`src/rtl/peripheral_display_scanner_if.sv`:
```
// Bus-side bundle of the display scanner: CPU write port and scan enable in, display drive out.
// dbg_state exposes the scan FSM state so checkers can bind without reaching into the block.
interface peripheral_display_scanner_if #(
    parameter int NDIG = 4
);
    logic                en;
    logic                we;
    logic [4*NDIG-1:0]   wdata;
    logic [3:0]          D;
    logic [NDIG-1:0]     AN;
    logic                frame;
    logic                pend;
    logic [1:0]          dbg_state;

    modport master (
        output en, we, wdata,
        input  D, AN, frame, pend, dbg_state
    );

    modport slave (
        input  en, we, wdata,
        output D, AN, frame, pend, dbg_state
    );
endinterface

```
`src/rtl/peripheral_display_scanner.sv`:
```
// Time-multiplexed common-anode 7-segment scanner with a double-buffered digit word.
// New data is committed only at frame boundaries (or while idle) so a frame is never torn.
module peripheral_display_scanner #(
    parameter int NDIG      = 4,
    parameter int SLOT_CYC  = 50000,
    parameter int BLANK_CYC = 64
) (
    input  logic                          clk,
    input  logic                          reset_n,
    peripheral_display_scanner_if.slave   bus
);
    localparam int CW = (SLOT_CYC > 1) ? $clog2(SLOT_CYC) : 1;
    localparam int IW = $clog2(NDIG);
    localparam logic [CW-1:0] ON_LAST    = CW'(SLOT_CYC - BLANK_CYC - 1);
    localparam logic [CW-1:0] BLANK_LAST = CW'(BLANK_CYC - 1);
    localparam logic [IW-1:0] IDX_LAST   = IW'(NDIG - 1);

    localparam logic [1:0] IDLE  = 2'd0;
    localparam logic [1:0] ON    = 2'd1;
    localparam logic [1:0] BLANK = 2'd2;

    logic [1:0]          state, state_n;
    logic [IW-1:0]       idx, idx_n;
    logic [CW-1:0]       cnt, cnt_n;
    logic [4*NDIG-1:0]   shadow, active;
    logic                pend;
    logic [3:0]          d_q;
    logic [NDIG-1:0]     an_q;
    logic                frame_q;
    logic                boundary;
    logic                commit;

    always_comb begin
        state_n  = state;
        idx_n    = idx;
        cnt_n    = cnt;
        boundary = 1'b0;
        case (state)
            IDLE: begin
                if (bus.en) begin
                    state_n = ON;
                    idx_n   = '0;
                    cnt_n   = '0;
                end
            end
            ON: begin
                if (!bus.en) begin
                    state_n = IDLE;
                    idx_n   = '0;
                    cnt_n   = '0;
                end else if (cnt == ON_LAST) begin
                    state_n = BLANK;
                    cnt_n   = '0;
                end else begin
                    cnt_n = cnt + CW'(1);
                end
            end
            BLANK: begin
                if (!bus.en) begin
                    state_n = IDLE;
                    idx_n   = '0;
                    cnt_n   = '0;
                end else if (cnt == BLANK_LAST) begin
                    state_n = ON;
                    cnt_n   = '0;
                    // Wrapping past the last digit is the only place a frame ends.
                    if (idx == IDX_LAST) begin
                        idx_n    = '0;
                        boundary = 1'b1;
                    end else begin
                        idx_n = idx + IW'(1);
                    end
                end else begin
                    cnt_n = cnt + CW'(1);
                end
            end
            default: begin
                state_n = IDLE;
                idx_n   = '0;
                cnt_n   = '0;
            end
        endcase
    end

    assign commit = boundary || ((state == IDLE) && pend);

    // Write port: we is a single-cycle strobe with no back-pressure; every strobe is accepted
    // into shadow, the last one before a commit wins, and a commit in the same cycle takes the old shadow.
    always_ff @(posedge clk or negedge reset_n) begin
        if (!reset_n) begin
            state   <= IDLE;
            idx     <= '0;
            cnt     <= '0;
            shadow  <= {NDIG{4'hF}};
            active  <= {NDIG{4'hF}};
            pend    <= 1'b0;
            d_q     <= 4'hF;
            an_q    <= '1;
            frame_q <= 1'b0;
        end else begin
            state   <= state_n;
            idx     <= idx_n;
            cnt     <= cnt_n;
            frame_q <= boundary;
            if (commit) begin
                active <= shadow;
            end
            if (bus.we) begin
                shadow <= bus.wdata;
                pend   <= 1'b1;
            end else if (commit) begin
                pend <= 1'b0;
            end
            // Drive pins are a one-cycle registered view of the current state.
            if (state == ON) begin
                an_q <= ~(NDIG'(1) << idx);
                d_q  <= active[4*idx +: 4];
            end else begin
                an_q <= '1;
                d_q  <= 4'hF;
            end
        end
    end

    assign bus.D         = d_q;
    assign bus.AN        = an_q;
    assign bus.frame     = frame_q;
    assign bus.pend      = pend;
    assign bus.dbg_state = state;
endmodule

```
`src/flat_wrapper.sv`:
```
// flat-port wrapper written by rule: the top's interface ports become plain ports
module peripheral_display_scanner_flat 
#(
    parameter int NDIG      = 4,
    parameter int SLOT_CYC  = 50000,
    parameter int BLANK_CYC = 64
)
  (clk, reset_n, bus_en, bus_we, bus_wdata, bus_D, bus_AN, bus_frame, bus_pend, bus_dbg_state);
  peripheral_display_scanner_if #(.NDIG(NDIG)) bus_i ();
  input  logic clk;
  input  logic reset_n;
  input wire logic [$bits(bus_i.en)-1:0] bus_en;
  input wire logic [$bits(bus_i.we)-1:0] bus_we;
  input wire logic [$bits(bus_i.wdata)-1:0] bus_wdata;
  output wire logic [$bits(bus_i.D)-1:0] bus_D;
  output wire logic [$bits(bus_i.AN)-1:0] bus_AN;
  output wire logic [$bits(bus_i.frame)-1:0] bus_frame;
  output wire logic [$bits(bus_i.pend)-1:0] bus_pend;
  output wire logic [$bits(bus_i.dbg_state)-1:0] bus_dbg_state;
  assign bus_i.en = bus_en;
  assign bus_i.we = bus_we;
  assign bus_i.wdata = bus_wdata;
  assign bus_D = bus_i.D;
  assign bus_AN = bus_i.AN;
  assign bus_frame = bus_i.frame;
  assign bus_pend = bus_i.pend;
  assign bus_dbg_state = bus_i.dbg_state;
  peripheral_display_scanner #(.NDIG(NDIG), .SLOT_CYC(SLOT_CYC), .BLANK_CYC(BLANK_CYC)) u_core (.clk(clk), .reset_n(reset_n), .bus(bus_i));
endmodule
```
`config.mk`:
```
export PLATFORM = sky130hd
export DESIGN_NAME = peripheral_display_scanner_flat
export DESIGN_NICKNAME = d
export VERILOG_FILES = /design/src/rtl/peripheral_display_scanner_if.sv /design/src/rtl/peripheral_display_scanner.sv /design/src/flat_wrapper.sv
export SDC_FILE = /design/constraint.sdc
export NUM_CORES = 1
export LEC_CHECK = 0
export ABC_AREA = 1
export BUFFER_PORTS_ARGS = -buffer_cell sky130_fd_sc_hd__buf_2
export CAP_MARGIN = 15
export CORE_ASPECT_RATIO = 1.4
export CORE_UTILIZATION = 54
export DETAILED_ROUTE_END_ITERATION = 12
export MAX_ROUTING_LAYER = met4
export PLACE_DENSITY = 0.8
export SETUP_SLACK_MARGIN = 0.3
export SLEW_MARGIN = 20
export SYNTH_ARGS = -nofsm -noshare
export SYNTH_HDL_FRONTEND = slang
export SYNTH_SLANG_ARGS = --single-unit
```
`constraint.sdc`:
```
create_clock -name clk -period 2 [get_ports clk]
set_clock_uncertainty 0.1 [all_clocks]
set_input_delay 0.2 -clock clk [delete_from_list [all_inputs] [get_ports clk]]
set_output_delay 0.2 -clock clk [all_outputs]
set_load 0.1 [all_outputs]
```
==> results.tsv <==
metric	value	unit
syn_to_final_growth	24.6	%
synth_nets	415	
critPathRequiredTime	2.18	ns
p_leak	1.81	nW
syn-cell-area	3090	um2
grt_pass1_wl	11600	um
critPathMaxFanout	20	
hold_viol_final	0	
grt-ovfl-total	0	
fin_crit_sh	82.3	%
synth_most_common_cell	nand2_1	
fmax	607	MHz
place_inst	478	
rsz0062_at_grt	yes	
finalNetCount	477	
drt_iter0_markers	211	
syn_inst	386	
worst_pin_slew	0.558	ns
dp_hpwl	4570	um
ys_top_cells_by_count	150 x nand2_1, 57 x nor2_1, 40 x dfstp_2	
yosysWarnings	0	
tns	0	ns
setup_viol	0	
antenna_found_initial	0	
synth-seq-cells	62	
power_density	1230	nW/um2
core.rowCount	32	
ys_types	26	
cp-end-kind	flop	
routed_wirelength	7310	um
place_congestion	0.868	
ys_seq_area_share	51.9	%
outcome	complete, no violations	
portBuffers	31	
drc	0	
max_stage_delay	0.52	ns
coreArea	5530	um2
synth_flop_cell	dfstp_2	
fin_crit	1.65	ns
critical_path.top_delay_family	flip-flops	
vias	2751	
synth-edff-count	0	
final_core_util	69.6	%
yosysTopAreaCell	dfstp_2	
path_buf_inv	3	
synthArstFlopShare	100	%
clk_latency	0.34	ns
grt_max_degree	44	
synthTopCellsByArea	dfstp_2 34%, nand2_1 18%, dfrtp_1 18%	
die_y	91.5	um
grt_pass1_vias	2786	
path_cells	inv_4 > ha_1 > nand2_2 > inv_4 > nand4_4 > buf_12 > nand2_4 > nand2_1 > nand2_1	
track_usage	26.8	%
ctsHtreeMaxLevel	3	
fin_cells	520	
cts_tree	done	
peakVddDrop	0.899	mV
cts.sinks	62	
dieWidth	65.9	um
route.detailed.wl_per_inst	14.1	um
io_pins	32	
drtPass1Iterations	4	
finalMaxSlewViolations	0	
cts_root_buf	clkbuf_8	
clock_path_buffers	2	
vias_per_cell	5.29	
clkTransAtPathRegs	0.06	ns
crit_arrival	1.83	ns
n_antenna_cell	0	
crit_path_start_kind	flop	
layout-drive-gt1-share	28.1	%
slowest_stage	dfrtp_4	
antenna_left	0	
die-area	6030	um2
slew-limit-headroom	62.4	%
synth.top_cell.area_share	34.0	%
max_cap_viol_count	0	
initial_utilization	55.9	%
hold_class	input pin to flop	
avgSynthCellArea	8.00	um2
path_class	flop to flop	
numCtsBuffers	9	
logic make-up after synthesis:
group / Yosys count / share of synthesized area [%]
xor gates and xnor gates: 7 / 1.99
adders and majority gates: 9 / 3.65
and+or+nand+nor: 248 / 33.3
buffers and inverters: 34 / 4.46
DFF: 62 / 51.9
AOI/OAI and AO/OA: 26 / 4.78
through the flow:
step           hold slack [ns]  worst slack, ns  cell area, um2  total power [mW]
2_1_floorplan           -0.196            0.284            3130              3.14
3_3_place_gp            0.0823            0.210            3340              3.44
3_5_place_dp            0.0889            0.205            3340              3.49
4_1_cts                 0.0796            0.302            3730              4.51
5_1_grt                  0.107            0.277            3850              4.99
6_report                0.0914            0.354            3850              4.72
cell usage in the layout, fill, tap and decap left out, drive strengths merged, types with 4 or more instances in the layout:
cell type and instances:
nand2 156, nor2 59, buf 42, dfstp 40, nand3 30, dfrtp 22
inv 22, dlygate4sd3 17, clkbuf 13, o21ai 11, a21oi 10, ha 9
o311ai 4, xnor2 4
path summary, 6_finish.rpt:
check | start | end | slack [ns] | cells after the start
setup reg to reg | u_core.bus.dbg_state[0] | u_core.active[11] | 0.35 | 9
max in group asynchronous | reset_n | u_core.active[0] | 0.89 | 3
setup / recovery | u_core.bus.dbg_state[0] | u_core.active[11] | 0.35 | 9
hold reg to reg | u_core.shadow[9] | u_core.active[9] | 0.36 | 2
hold / removal | bus_we | u_core.shadow[7] | 0.09 | 3
min in group asynchronous | reset_n | u_core.cnt[10] | 0.26 | 2
power breakdown:
part           internal [mW]  total, mW  switching (mW)
combinational          0.562       1.92            1.36
sequential              1.69       1.88           0.196
clock                  0.474      0.924           0.451
total                   2.72       4.72            2.00
routing by layer:
layer / track usage, % / share of wire [%]
met1: 26.5 / 38
met2: 45.8 / 54
met3: 6.03 / 4.0
met4: 16.7 / 3.6
met5: - / 0
flip-flops by register name, indices dropped and copies added, names as in the netlist:
signal	flops
u_core.active	16
u_core.shadow	16
u_core.bus.frame	1
u_core.cnt	16
u_core.idx	2
u_core.bus.AN	4
u_core.bus.D	4
u_core.bus.pend	1
u_core.bus.dbg_state	2
tightest hold or removal path, cell delays in order:
cell and delay [ns]:
buf_2 0.19, nand2_1 0.09, nand2_1 0.05
area by class of cell:
class | count | area (um2)
clock buffers | 13 | 149
repair buffers | 59 | 437
multi-input cells | 292 | 1450
inverters | 24 | 101
fillers | 417 | 1680
well taps | 68 | 85.1
clock inverters | 2 | 10.0
flip-flops and latches | 62 | 1610
what timing repair did:
| item | in CTS | in global routing |
|---|---|---|
| pin swaps | 2 | 2 |
| gates cloned | 0 | 2 |
| resized for setup | 3 | 20 |
| setup endpoints to repair | 25 | 40 |
| setup buffers | 3 | 5 |
| endpoints found under the hold margin | 27 | 0 |
| hold buffers | 17 | 0 |
(Power assumes the default switching activity.)
